===== config.mk =====
export PLATFORM = sky130hd
export DESIGN_NAME = gp_register_file
export DESIGN_NICKNAME = d
export VERILOG_FILES = /design/src/rtl/gp_register_file_pkg.sv /design/src/rtl/gp_reg_cell.sv /design/src/rtl/gp_register_file.sv
export SDC_FILE = /design/constraint.sdc
export NUM_CORES = 1
export LEC_CHECK = 0
export CORE_UTILIZATION = 60
export CTS_BUF_LIST = sky130_fd_sc_hd__clkbuf_4 sky130_fd_sc_hd__clkbuf_8
export CTS_CLUSTER_DIAMETER = 40
export DETAILED_ROUTE_END_ITERATION = 10
export MAX_ROUTING_LAYER = met4
export PLACE_DENSITY = 0.75
export SLEW_MARGIN = 20
export SYNTH_ARGS = -nofsm -noshare
export SYNTH_HDL_FRONTEND = slang
export SYNTH_SLANG_ARGS = --single-unit

===== constraint.sdc =====
create_clock -name clk -period 3.9 [get_ports clk]
set_input_delay 0.39 -clock clk [delete_from_list [all_inputs] [get_ports clk]]
set_output_delay 0.39 -clock clk [all_outputs]
set_load 0.005 [all_outputs]

===== src/rtl/gp_register_file_pkg.sv =====
// Shared constants and one-hot select helpers for the MiniSRC general-purpose register file.
package gp_register_file_pkg;

    localparam int NUM_REGS           = 16;
    localparam int REG_IDX_W          = 4;
    localparam int DATA_WIDTH_DEFAULT = 32;

    function automatic logic is_onehot16(input logic [15:0] vec);
        return (vec != 16'h0000) && ((vec & (vec - 16'h0001)) == 16'h0000);
    endfunction

    function automatic logic [REG_IDX_W-1:0] onehot16_to_idx(input logic [15:0] vec);
        logic [REG_IDX_W-1:0] idx;
        idx = '0;
        for (int i = 0; i < NUM_REGS; i++) begin
            if (vec[i]) begin
                idx = i[REG_IDX_W-1:0];
            end
        end
        return idx;
    endfunction

endpackage


===== src/rtl/gp_reg_cell.sv =====
// Single storage register with load enable and asynchronous active-low clear.
module gp_reg_cell #(
    parameter int DATA_WIDTH = 32
) (
    input  logic                  clk,
    input  logic                  clr,
    input  logic                  load,
    input  logic [DATA_WIDTH-1:0] d,
    output logic [DATA_WIDTH-1:0] q
);

    logic [DATA_WIDTH-1:0] data_d;
    logic [DATA_WIDTH-1:0] data_q;

    always_comb begin
        data_d = data_q;
        if (load) begin
            data_d = d;
        end
    end

    always_ff @(posedge clk or negedge clr) begin
        if (!clr) begin
            data_q <= '0;
        end else begin
            data_q <= data_d;
        end
    end

    assign q = data_q;

endmodule


===== src/rtl/gp_register_file.sv =====
// Sixteen-entry register file driven by gated one-hot decoder selects, with R0/BAout zeroing
// and a sticky flag for illegal multi-hot selects.
module gp_register_file
    import gp_register_file_pkg::*;
#(
    parameter int DATA_WIDTH = DATA_WIDTH_DEFAULT,
    parameter bit R0_BA_ZERO = 1'b1
) (
    input  logic                  clk,
    input  logic                  clr,
    input  logic [DATA_WIDTH-1:0] bus_in,
    input  logic [15:0]           reg_in_sel,
    input  logic [15:0]           reg_out_sel,
    input  logic                  ba_out,
    output logic [DATA_WIDTH-1:0] bus_out,
    output logic                  sel_err
);

    logic [DATA_WIDTH-1:0] reg_q [NUM_REGS];
    logic [NUM_REGS-1:0]   load_en;
    logic                  wr_onehot;
    logic                  wr_multi;
    logic                  rd_onehot;
    logic                  rd_multi;
    logic [REG_IDX_W-1:0]  rd_idx;
    logic                  r0_zero;
    logic                  sel_err_d;
    logic                  sel_err_q;

    // A multi-hot write select must not disturb any register, so load enables are gated as a whole.
    always_comb begin
        wr_onehot = is_onehot16(reg_in_sel);
        wr_multi  = (reg_in_sel != 16'h0000) && !wr_onehot;
        load_en   = wr_onehot ? reg_in_sel : '0;
    end

    for (genvar i = 0; i < NUM_REGS; i++) begin : g_reg
        gp_reg_cell #(
            .DATA_WIDTH(DATA_WIDTH)
        ) u_cell (
            .clk (clk),
            .clr (clr),
            .load(load_en[i]),
            .d   (bus_in),
            .q   (reg_q[i])
        );
    end

    always_comb begin
        rd_onehot = is_onehot16(reg_out_sel);
        rd_multi  = (reg_out_sel != 16'h0000) && !rd_onehot;
        rd_idx    = onehot16_to_idx(reg_out_sel);
        r0_zero   = R0_BA_ZERO && ba_out && (rd_idx == '0);
        bus_out   = '0;
        if (rd_onehot && !r0_zero) begin
            bus_out = reg_q[rd_idx];
        end
    end

    always_comb begin
        sel_err_d = sel_err_q | wr_multi | rd_multi;
    end

    always_ff @(posedge clk or negedge clr) begin
        if (!clr) begin
            sel_err_q <= 1'b0;
        end else begin
            sel_err_q <= sel_err_d;
        end
    end

    assign sel_err = sel_err_q;

endmodule


=== After elaboration in Yosys (flattened, before gate mapping) ===
Index checks and enable logic that the tools add are counted.
W data, S select, Z words.

* $add $sub $neg: 2
* Bitwise operators: 5
* Muxes and demuxes: 20
* Reductions and logical operators: 14
* Multiply operators: 0
* Shift operators: 0
* Eq/ne operators: 0
* Divide/modulo/power cells: 0
* Order comparisons: 1

{| class="wikitable"
|+ Operators with widths
! kind !! count
|-
| $bmux W32 S4 || 1
|-
| $mux W32 || 3
|-
| $mux W4 || 12
|-
| $and A16 B16 Y16 || 2
|-
| $logic_not A16 Y1 || 2
|-
| $reduce_bool A16 Y1 || 2
|-
| $sub A16 B1 Y16 const B || 2
|-
| $mux W16 || 1
|-
| $logic_and A1 B1 Y1 || 6
|-
| $ge A5 B5 Y1 const B || 1
|-
| $not A4 Y5 || 1
|-
| $logic_not A4 Y1 || 1
|-
| $mux W2 || 2
|-
| $logic_not A1 Y1 || 3
|-
| $or A1 B1 Y1 || 2
|-
| $mux W1 || 1
|}

* Bits of input ports: 67
* Register bits: 513
* Latch bits: 0
* Memory bits (writable): 0
* ROM bits: 0
* Memories: 0
* Output and inout bits: 33
* Logic and storage cells: 59

=== Logic depth before layout (Yosys ltp) ===
Gate-level depths: netlist of run 1.

* Depth after elaboration: 20
* Gate-level depth with buffers: 11
* Mapped depth without buffers: 7

=== By module ===
Synthesis of run 1 repeated with hierarchy kept, for this count alone.

* Cell total of the unflattened synthesis: 1954
* Area, all modules: 26779.4 µm²

{| class="wikitable"
|+ By module, submodules not included
! module !! instances !! area an instance (µm²) !! seq. area each (µm²) !! cells an instance
|-
| gp_reg_cell || 16 || 1345.0 || 800.8 || 68
|-
| gp_register_file || 1 || 5258.8 || 25.0 || 866
|}

=== Worst setup path before layout of run 1 ===
Ideal clock, no wire load.

* Path type: input to output
* Start point: input port reg_out_sel[6]
* End point: output port bus_out[19]
* Path buffers: 1
* Setup slack: 730 ps
* Stages on the path: 8
* Required time: 3510 ps
* Arrival time: 2780 ps
* Path through: or4_4 or4_1 maj3_2 a2111oi_4 o21ai_2 a21o_4 buf_6 nor4_1

* Longest elaborated chain between the ends: 15
* Elaborated cells on any way between the ends: 24
* Classes of those cells: add/sub: 1; mux: 14; bitwise: 2; reduce/logical: 7

{| class="wikitable"
|+ Ends and longest elaborated chain
! item !! RTL line !! source
|-
| from (decl) || gp_register_file.sv:13 || <nowiki>input logic [15:0] reg_out_sel,</nowiki>
|-
| $mux W4 (10 in series) || gp_register_file_pkg.sv:16 || <nowiki>if (vec[i]) begin</nowiki>
|-
| $not A4 Y5 (not written as such) or $logic_not A4 Y1 (tied branches) || gp_register_file.sv:56, gp_register_file.sv:53 ||
|-
| $bmux W32 S4 or $logic_and A1 B1 Y1 (tied branches) || gp_register_file.sv:56, gp_register_file.sv:53 ||
|-
| $mux W32 (not written as such) or $logic_not A1 Y1 (tied branches) || gp_register_file.sv:56, gp_register_file.sv:55 ||
|-
| $mux W32 (not written as such) or $logic_and A1 B1 Y1 (tied branches) || gp_register_file.sv:56, gp_register_file.sv:55 ||
|-
| $mux W32 * || gp_register_file.sv:55 || <nowiki>if (rd_onehot && !r0_zero) begin</nowiki>
|-
| to (decl) || gp_register_file.sv:15 || <nowiki>output logic [DATA_WIDTH-1:0] bus_out,</nowiki>
|}

Every way passes the cells marked *; elsewhere a longest branch is shown, timed or not. The select of a mux whose other input is x is not followed.

=== Worst setup path after layout of run 1 ===
* Start point: input port reg_out_sel[6]
* End point: output port bus_out[30]

The elaborated chain is that of the path after synthesis.

==> metrics.md, run 1 <==
| Metric | Value |
|---|---|
| Fin cells | `2663` |
| Crit path max-delay family | `simple AND/OR/NAND/NOR gates` |
| Slowest cell delay on critical path | `540 ps` |
| Run status | `finished clean` |
| Hold_ws | `451 ps` |
| Fillcell total | `2675` |
| Syn-to-layout area delta | `17.5%` |
| Syn Std Cell Area | `24200 um2` |
| Critical Path Source Type | `primary input` |
| Vias per Instance | `6.59` |
| Crit path DAT | `3470 ps` |
| Routability cong. | `0.910` |
| Worst R2R Setup Slack | `3020 ps` |
| Residual DRC count | `0` |
| Final Max Tran Viols | `0` |
| Tmin final | `3860 ps` |
| Setup WS pre-CTS | `-541 ps` |
| Slew headroom | `0.377` |
| Area post-placement | `26500 um2` |
| Worst Path Buf+Inv | `4` |
| Synth Area in XOR/XNOR | `0.000362` |
| DRT Wirelength | `68600 um` |
| Mux share of post-synthesis cell area | `0.276` |
| Initial Util | `0.609` |
| IO Port Bufs | `99` |
| Ys flop type | `dfrtp_1` |
| Clk pin slew, worst setup/hold paths | `60 ps` |
| Most common cell in the synthesized netlist | `dfrtp_1` |
| Via count | `17544` |
| Flops & latches, synth | `513` |
| Die H | `203 um` |
| Placed cell count | `2515` |
| Setup crit end kind | `output port` |
| Drt pass-1 iters | `7` |
| Seq/Total Area, Yosys | `0.530` |
| Synth Area in Compound Gates | `0.0966` |
| Cell area after layout | `28500 um2` |
| Core area | `39700 um2` |
| Synth top area share | `0.530` |
| Largest net degree at the start of global routing | `116` |
| First-pass GRT wire length | `108000 um` |
| CP max-delay cell | `or4_4` |
| Worst flop-to-flop path endpoint | `g_reg[10].u_cell.q[11]$_DFFE_PN0P_` |
| Die ar. | `41200 um2` |
| Adder-cell area share of the yosys netlist | `0.000879` |
| Final setup margin | `38.4 ps` |
| Synth top cells by count | `dfrtp_1 (513), mux2_1 (476), nand2_1 (138)` |
| RSZ-0062 raised after global routing | `false` |
| Pleak | `14.1 nW` |
| R2R depth | `1` |
| Combinational family with the most area after synthesis | `multiplexers` |
| H-tree Lvls | `3` |
| Mapped Cells | `1946` |
| Vias in the first global route | `18559` |
| Fmax | `0.259 GHz` |
| Synth Area in Simple Gates | `0.0647` |
| TritonCTS buffer count | `84` |
| Total gr overflow | `0` |
| Crit-path cells | `dlygate4sd2_1, or4_4, or4_4, maj3_2, a2111oi_4, o21ai_2, a21o_4, buf_8, a2111oi_4, buf_4, buf_4` |
| GRT Overall Usage | `0.353` |
| Final setup vio count | `0` |
| ANT nets after route | `0` |
| Final Hold Viols | `0` |
| Pwr Density | `387 nW/um2` |
| Measured slew at the worst slew-check pin | `934 ps` |
| VDD IR max | `0.400 mV` |
| DR WL/cell | `25.8 um` |
| Final worst path period share | `0.990` |
| Die Wd | `203 um` |
| CTS root buffer | `clkbuf_8` |
| Insertion delay to the later sink of the worst-skew pair | `650 ps` |
| Post-synthesis cell type count | `58` |
| Syn_area_per_cell | `12.4 um2` |
| FFs w/ async S/R, synth | `1.00` |
| # IOs | `100` |
| Max_cap viols | `0` |
| CTS Sinks | `513` |
| Layout cell share with drive strength beyond 1 | `0.219` |
| Worst Clk Skew | `0 ps` |
| Largest area contributor in the netlist | `dfrtp_1` |
| Ranking of synthesized cells by area | `dfrtp_1 (53%), mux2_1 (22%), mux2_2 (4.1%), nand2_1 (2.1%), a21oi_1 (2.1%)` |
| Syn nets | `2013` |
| Worst Hold Class | `in2async` |
| Number of synthesized flops with an enable pin | `0` |
| Ys Warns | `0` |
| Initial DRC Count | `1395` |
| RR Startpoint | `g_reg[10].u_cell.q[11]$_DFFE_PN0P_` |
| Worst-path maximum fanout | `4` |
| Initial antenna violation count | `2` |
| Required @ worst endpoint | `3510 ps` |
| Nets | `2149` |
| Setup CP Type | `in2out` |
| CTS tree | `done` |
| Num rows | `73` |
| Clock Path Buffers | `3` |
| Total power | `11.0 mW` |
| Detail Placement HPWL | `40200 um` |
[placed cells by master, fill, tap and decap left out, types with 4 or more instances in the layout]
cell type | synthesis | routed
dfrtp_1 | 513 | 513
mux2_1 | 476 | 476
nand2_1 | 138 | 134
clkbuf_8 | 0 | 105
buf_4 | 1 | 103
a21oi_1 | 101 | 101
mux2_2 | 89 | 89
o22ai_1 | 67 | 67
clkdlybuf4s50_1 | 0 | 59
nand3_1 | 53 | 51
o21ai_0 | 33 | 32
a211oi_1 | 31 | 31
mux2i_1 | 31 | 31
buf_12 | 0 | 30
o211ai_1 | 27 | 27
nand4_1 | 26 | 26
a32oi_1 | 26 | 26
a221oi_1 | 26 | 26
clkbuf_4 | 0 | 24
buf_2 | 30 | 23
nor4_2 | 22 | 15
nor4_4 | 0 | 13
nand2_2 | 10 | 13
nor2_1 | 15 | 11
dlymetal6s2s_1 | 0 | 7
nor3_1 | 7 | 6
and3_1 | 6 | 6
clkbuf_2 | 1 | 6
or3_1 | 5 | 5
a31o_2 | 5 | 5
a22oi_1 | 5 | 5
nor2_4 | 0 | 4
clkinv_2 | 0 | 4
[area by class of cell]
class                   count  area (um2)  area share
repair buffers            234        2300      0.0807
well taps                 525         657      0.0231
inverters                   2        7.51    0.000264
flip-flops and latches    513       12800       0.451
clock buffers             129        1630      0.0571
diodes                      2        5.00    0.000176
multi-input cells        1247       10900       0.383
clock inverters            11         120     0.00422
[registers in the layout (all words and copies together), names as in the netlist]
name,count
sel_err,1
g.u_cell.q,512
[cell families (layout without fill, tap and decap cells)]
| logic type | after synthesis | in the layout |
|---|---|---|
| fa+ha+maj | 2 | 2 |
| compound gates | 348 | 348 |
| simple gates | 300 | 300 |
| flops | 513 | 513 |
| other cells | 0 | 2 |
| mux | 596 | 596 |
| xor+xnor | 1 | 1 |
| buf+inv | 186 | 376 |
[how the worst max path moves through the flow]
stage	start	to	slack, ps	cells after the start
floorplan	reg_out_sel[6]	bus_out[19]	730	8
global placement	reg_out_sel[6]	bus_out[0]	-490	10
detailed placement	reg_out_sel[6]	bus_out[6]	-540	10
CTS	reg_out_sel[1]	bus_out[0]	-150	10
global route	reg_out_sel[6]	bus_out[4]	20	11
finish	reg_out_sel[6]	bus_out[30]	40	11
[layer usage]
metal / vias up / part of all wire / track usage
met5: - / 0 / -
met4: 0 / 0.047 / 0.169
met3: 209 / 0.061 / 0.0562
met2: 685 / 0.48 / 0.555
met1: 9168 / 0.41 / 0.450
li1: 7482 / - / -
[power by group]
| part | switching, mW | total (mW) | internal (mW) |
|---|---|---|---|
| clock | 2.11 | 4.88 | 2.77 |
| combinational | 0.524 | 0.787 | 0.263 |
| sequential | 0.0106 | 5.36 | 5.35 |
| total | 2.64 | 11.0 | 8.38 |
[through the flow]
stage	utilization	TNS, ps
after floorplan	-	0
after detailed placement	0.668	-12820
after CTS	0.714	-671
after global placement	0.668	-10990
after global routing	0.716	0
final	0.716	0
[repair_timing]
item / in CTS / in global routing
resized for setup: 121 / 30
buffers inserted: 2 / 2
cloned: 0 / 2
setup endpoints to repair: 32 / 31
pin swaps: 4 / 6
hold buffers: 1 / 0
endpoints found under the hold margin: 107 / 0
No activity file was read; power rests on OpenSTA's default activity.
==> run 2, diff against run 1 <==
- MAX_ROUTING_LAYER: met4 -> default
==> metrics.md, run 2 (synthesis results as in run 1) <==
| Metric | Value |
|---|---|
| Vias in the first global route | `18559` |
| VDD IR max | `0.301 mV` |
| DR WL/cell | `25.8 um` |
| ANT nets after route | `0` |
| Drt pass-1 iters | `5` |
| Worst Hold Class | `in2async` |
| # IOs | `100` |
| Residual DRC count | `0` |
| IO Port Bufs | `99` |
| Final Hold Viols | `0` |
| Layout cell share with drive strength beyond 1 | `0.211` |
| Setup WS pre-CTS | `-485 ps` |
| Worst setup path start | `reg_out_sel[11]` |
| Commonest non-fill, non-tap cell in the layout | `dfrtp_1` |
| Fillcell total | `2729` |
| Commonest non-fill, non-tap cells in the layout | `dfrtp_1 (513), mux2_1 (476), nand2_1 (134), clkbuf_8 (108), a21oi_1 (101)` |
| Final setup vio count | `0` |
| Final worst path period share | `0.983` |
| Tmin final | `3830 ps` |
| Core area | `39700 um2` |
| Syn-to-layout area delta | `17.9%` |
| RR Startpoint | `g_reg[3].u_cell.q[21]$_DFFE_PN0P_` |
| Worst-path maximum fanout | `64` |
| Worst Clk Skew | `0 ps` |
| Die Wd | `203 um` |
| TritonCTS buffer count | `87` |
| Run status | `finished clean` |
| Initial Util | `0.609` |
| Setup crit end kind | `output port` |
| Total power | `11.4 mW` |
| CTS root buffer | `clkbuf_8` |
| Cell area after layout | `28600 um2` |
| Initial antenna violation count | `4` |
| CTS Sinks | `513` |
| Pwr Density | `398 nW/um2` |
| Layout Utilization | `0.719` |
| Critical Path Source Type | `primary input` |
| Largest register FFs | `512` |
| Clock Path Buffers | `3` |
| Area post-placement | `26400 um2` |
| Pleak | `14.1 nW` |
| Routability cong. | `0.908` |
| H-tree Lvls | `3` |
| Final setup margin | `66.6 ps` |
| First-pass GRT wire length | `109000 um` |
| CTS tree | `done` |
| Hold_ws | `400 ps` |
| Via count | `17667` |
| Vias per Instance | `6.61` |
| Largest net degree at the start of global routing | `116` |
| Total gr overflow | `0` |
| Nets | `2141` |
| Die ar. | `41200 um2` |
| Measured slew at the worst slew-check pin | `956 ps` |
| Setup CP Type | `in2out` |
| Crit path DAT | `3440 ps` |
| Required @ worst endpoint | `3510 ps` |
| GRT Overall Usage | `0.347` |
| Clk pin slew, worst setup/hold paths | `60 ps` |
| Max_cap viols | `0` |
| Fmax | `0.261 GHz` |
| Insertion delay to the later sink of the worst-skew pair | `670 ps` |
| Detail Placement HPWL | `39100 um` |
| Final Max Tran Viols | `0` |
| Slew headroom | `0.363` |
| DRT Wirelength | `69000 um` |
| Initial DRC Count | `1412` |
| Die H | `203 um` |
| Num rows | `73` |
-- run 2: routing by layer --
metal / vias up / share of wire / GRT usage
met2: 834 / 0.47 / 0.557
li1: 7501 / - / -
met5: - / 0 / 0
met1: 9124 / 0.40 / 0.457
met4: 0 / 0.042 / 0.157
met3: 208 / 0.079 / 0.0693
-- run 2: through the flow --
step	setup TNS [ps]	std cells
after floorplan	0	1946
after global placement	-10930	2498
after detailed placement	-12040	2498
after CTS	0	2664
after global routing	-11.4	2670
final	0	2672
-- run 2: final cells by class --
class | instances | area (um2) | area share
flip-flops and latches | 513 | 12800 | 0.450
multi-input cells | 1247 | 10800 | 0.380
repair buffers | 223 | 2280 | 0.0798
clock buffers | 140 | 1730 | 0.0605
well taps | 525 | 657 | 0.0230
clock inverters | 16 | 190 | 0.00666
diodes | 6 | 15.0 | 0.000526
inverters | 2 | 7.51 | 0.000263
-- run 2: worst paths after layout --
check                                               endpoint  slack (ps)  cells after the start
max reg2reg                g_reg[3].u_cell.q[21]$_DFFE_PN0P_        3070                      1
max in group asynchronous  g_reg[0].u_cell.q[19]$_DFFE_PN0P_        2460                      3
max                                              bus_out[26]          70                     12
min                        g_reg[2].u_cell.q[31]$_DFFE_PN0P_         400                      2
min reg2reg                g_reg[1].u_cell.q[29]$_DFFE_PN0P_         480                      1
min in group clk           g_reg[1].u_cell.q[29]$_DFFE_PN0P_         480                      1
-- run 2: what timing repair did --
action | in CTS | in global routing
setup buffers | 7 | 2
pin swaps | 11 | 2
gates cloned | 2 | 0
resized for setup | 91 | 5
endpoints found under the setup margin | 32 | 4
hold buffers | 1 | 0
hold endpoints to repair | 108 | 0
-- run 2: report_power, final --
group	internal, mW	switching [mW]	leakage, nW	total (mW)
registers	5.35	0.0104	7.16	5.36
logic	0.257	0.526	5.98	0.783
clock network	3.01	2.22	1.00	5.23
total	8.61	2.75	14.1	11.4
-- run 2: critical path, cell delays in order --
cell	delay [ps]
clkdlybuf4s50_1	420
buf_4	160
nor2_4	160
buf_12	380
nand3_1	270
nor2_4	360
buf_12	260
o211ai_1	140
a21oi_1	210
nor4_2	80
buf_4	160
clkdlybuf4s50_1	440
==> run 3, diff against run 2 <==
- CORE_MARGIN: default -> 5
==> metrics.md, run 3 (synthesis results as in run 1) <==
| Metric | Value |
|---|---|
| Initial antenna violation count | `3` |
| Final setup margin | `113 ps` |
| Required @ worst endpoint | `3510 ps` |
| Worst flop-to-flop path endpoint | `g_reg[2].u_cell.q[21]$_DFFE_PN0P_` |
| Worst R2R Setup Slack | `3060 ps` |
| Total gr overflow | `0` |
| Initial DRC Count | `1438` |
| Fmax | `0.264 GHz` |
| Layout cell share with drive strength beyond 1 | `0.218` |
| Critical Path Source Type | `primary input` |
| First-pass GRT wire length | `109000 um` |
| Vias per Instance | `6.57` |
| Setup crit end kind | `output port` |
| DR WL/cell | `26.1 um` |
| Die H | `211 um` |
| Tmin final | `3790 ps` |
| Final worst path period share | `0.971` |
| Total power | `11.1 mW` |
| RR Startpoint | `g_reg[2].u_cell.q[21]$_DFFE_PN0P_` |
| # IOs | `100` |
| Commonest non-fill, non-tap cell in the layout | `dfrtp_1` |
| Die Wd | `211 um` |
| GRT Overall Usage | `0.314` |
| Insertion delay to the later sink of the worst-skew pair | `630 ps` |
| Layout Utilization | `0.718` |
| R2R depth | `1` |
| IO Port Bufs | `99` |
| Measured slew at the worst slew-check pin | `808 ps` |
| CTS tree | `done` |
| TritonCTS buffer count | `85` |
| Max_cap viols | `0` |
| Worst Hold Class | `in2async` |
| Largest register FFs | `512` |
| Final setup vio count | `0` |
| Nets | `2145` |
| Placed cell count | `2511` |
| CTS Sinks | `513` |
| Clock Path Buffers | `3` |
| Run status | `finished clean` |
| Fin cells | `2663` |
| Core area | `39800 um2` |
| Final Max Tran Viols | `0` |
| Residual DRC count | `0` |
| Num rows | `73` |
| Via count | `17486` |
| ANT nets after route | `0` |
| Worst-path maximum fanout | `2` |
| RSZ-0062 raised after global routing | `false` |
| DRT Wirelength | `69600 um` |
| Initial Util | `0.608` |
| Crit path DAT | `3400 ps` |
| Setup CP Type | `in2out` |
| Setup WS pre-CTS | `-498 ps` |
| Pwr Density | `388 nW/um2` |
| Worst Clk Skew | `0 ps` |
| Worst setup path start | `reg_out_sel[5]` |
| Slew headroom | `0.461` |
| Commonest non-fill, non-tap cells in the layout | `dfrtp_1 (513), mux2_1 (476), nand2_1 (134), clkbuf_8 (106), a21oi_1 (101)` |
| Clk pin slew, worst setup/hold paths | `60 ps` |
| Vias in the first global route | `18551` |
| Final Hold Viols | `0` |
| Setup TNS | `0 ps` |
| Largest net degree at the start of global routing | `150` |
| Pleak | `14.2 nW` |
| H-tree Lvls | `3` |
| Die ar. | `44500 um2` |
| Syn-to-layout area delta | `18.1%` |
| VDD IR max | `0.399 mV` |
| Detail Placement HPWL | `40800 um` |
| Drt pass-1 iters | `5` |
| Fillcell total | `2746` |
| CTS root buffer | `clkbuf_8` |
| Routability cong. | `0.907` |
==> run 3: routing by layer <==
metal,vias up,wire length (um),track usage
met2,791,33300,0.509
met1,9019,28600,0.421
met5,-,7,0
met4,2,2760,0.126
li1,7474,-,-
met3,200,4920,0.0606
==> run 3: how the worst max path moves through the flow <==
stage / end / slack, ps / depth (start not counted)
after floorplan: bus_out[19] / 730 / 8
after global placement: bus_out[0] / -490 / 10
after detailed placement: bus_out[0] / -500 / 10
after CTS: bus_out[0] / -100 / 10
after global routing: bus_out[0] / 30 / 10
final: bus_out[0] / 110 / 10
==> run 3: stage by stage <==
step	area [um2]	hold slack [ps]
6_report	28600	336
3_3_place_gp	26600	452
5_1_grt	28600	402
2_1_floorplan	24200	94.4
4_1_cts	28500	377
3_5_place_dp	26600	461
==> run 3: power by group <==
part,internal (mW),switching (mW),leakage (nW)
registers,5.35,0.0106,7.16
logic,0.266,0.534,6.04
clock network,2.81,2.13,0.947
==> run 3: timing repair <==
action | CTS | global route
pin swaps | 4 | 2
endpoints found under the hold margin | 84 | 0
setup buffers | 2 | 0
cloned | 1 | 1
resized for setup | 146 | 10
endpoints found under the setup margin | 32 | 20
hold buffers | 1 | 0
==> run 3: worst max-delay path: stages <==
cell and delay, ps:
clkdlybuf4s50_1 440, or4_4 420, or4_1 410, maj3_2 330, a2111oi_4 210, o21ai_2 120, a21o_4 220, a2111oi_4 210
buf_4 160, clkdlybuf4s50_1 490
==> run 3: area by class of cell <==
type                    instances  area, um2  area share
clock buffers                 138       1700      0.0595
repair buffers                229       2380      0.0834
clock inverters                 7       76.3     0.00267
well taps                     525        657      0.0230
diodes                          2       5.00    0.000175
flip-flops and latches        513      12800       0.449
inverters                       2       7.51    0.000263
multi-input cells            1247      10900       0.382
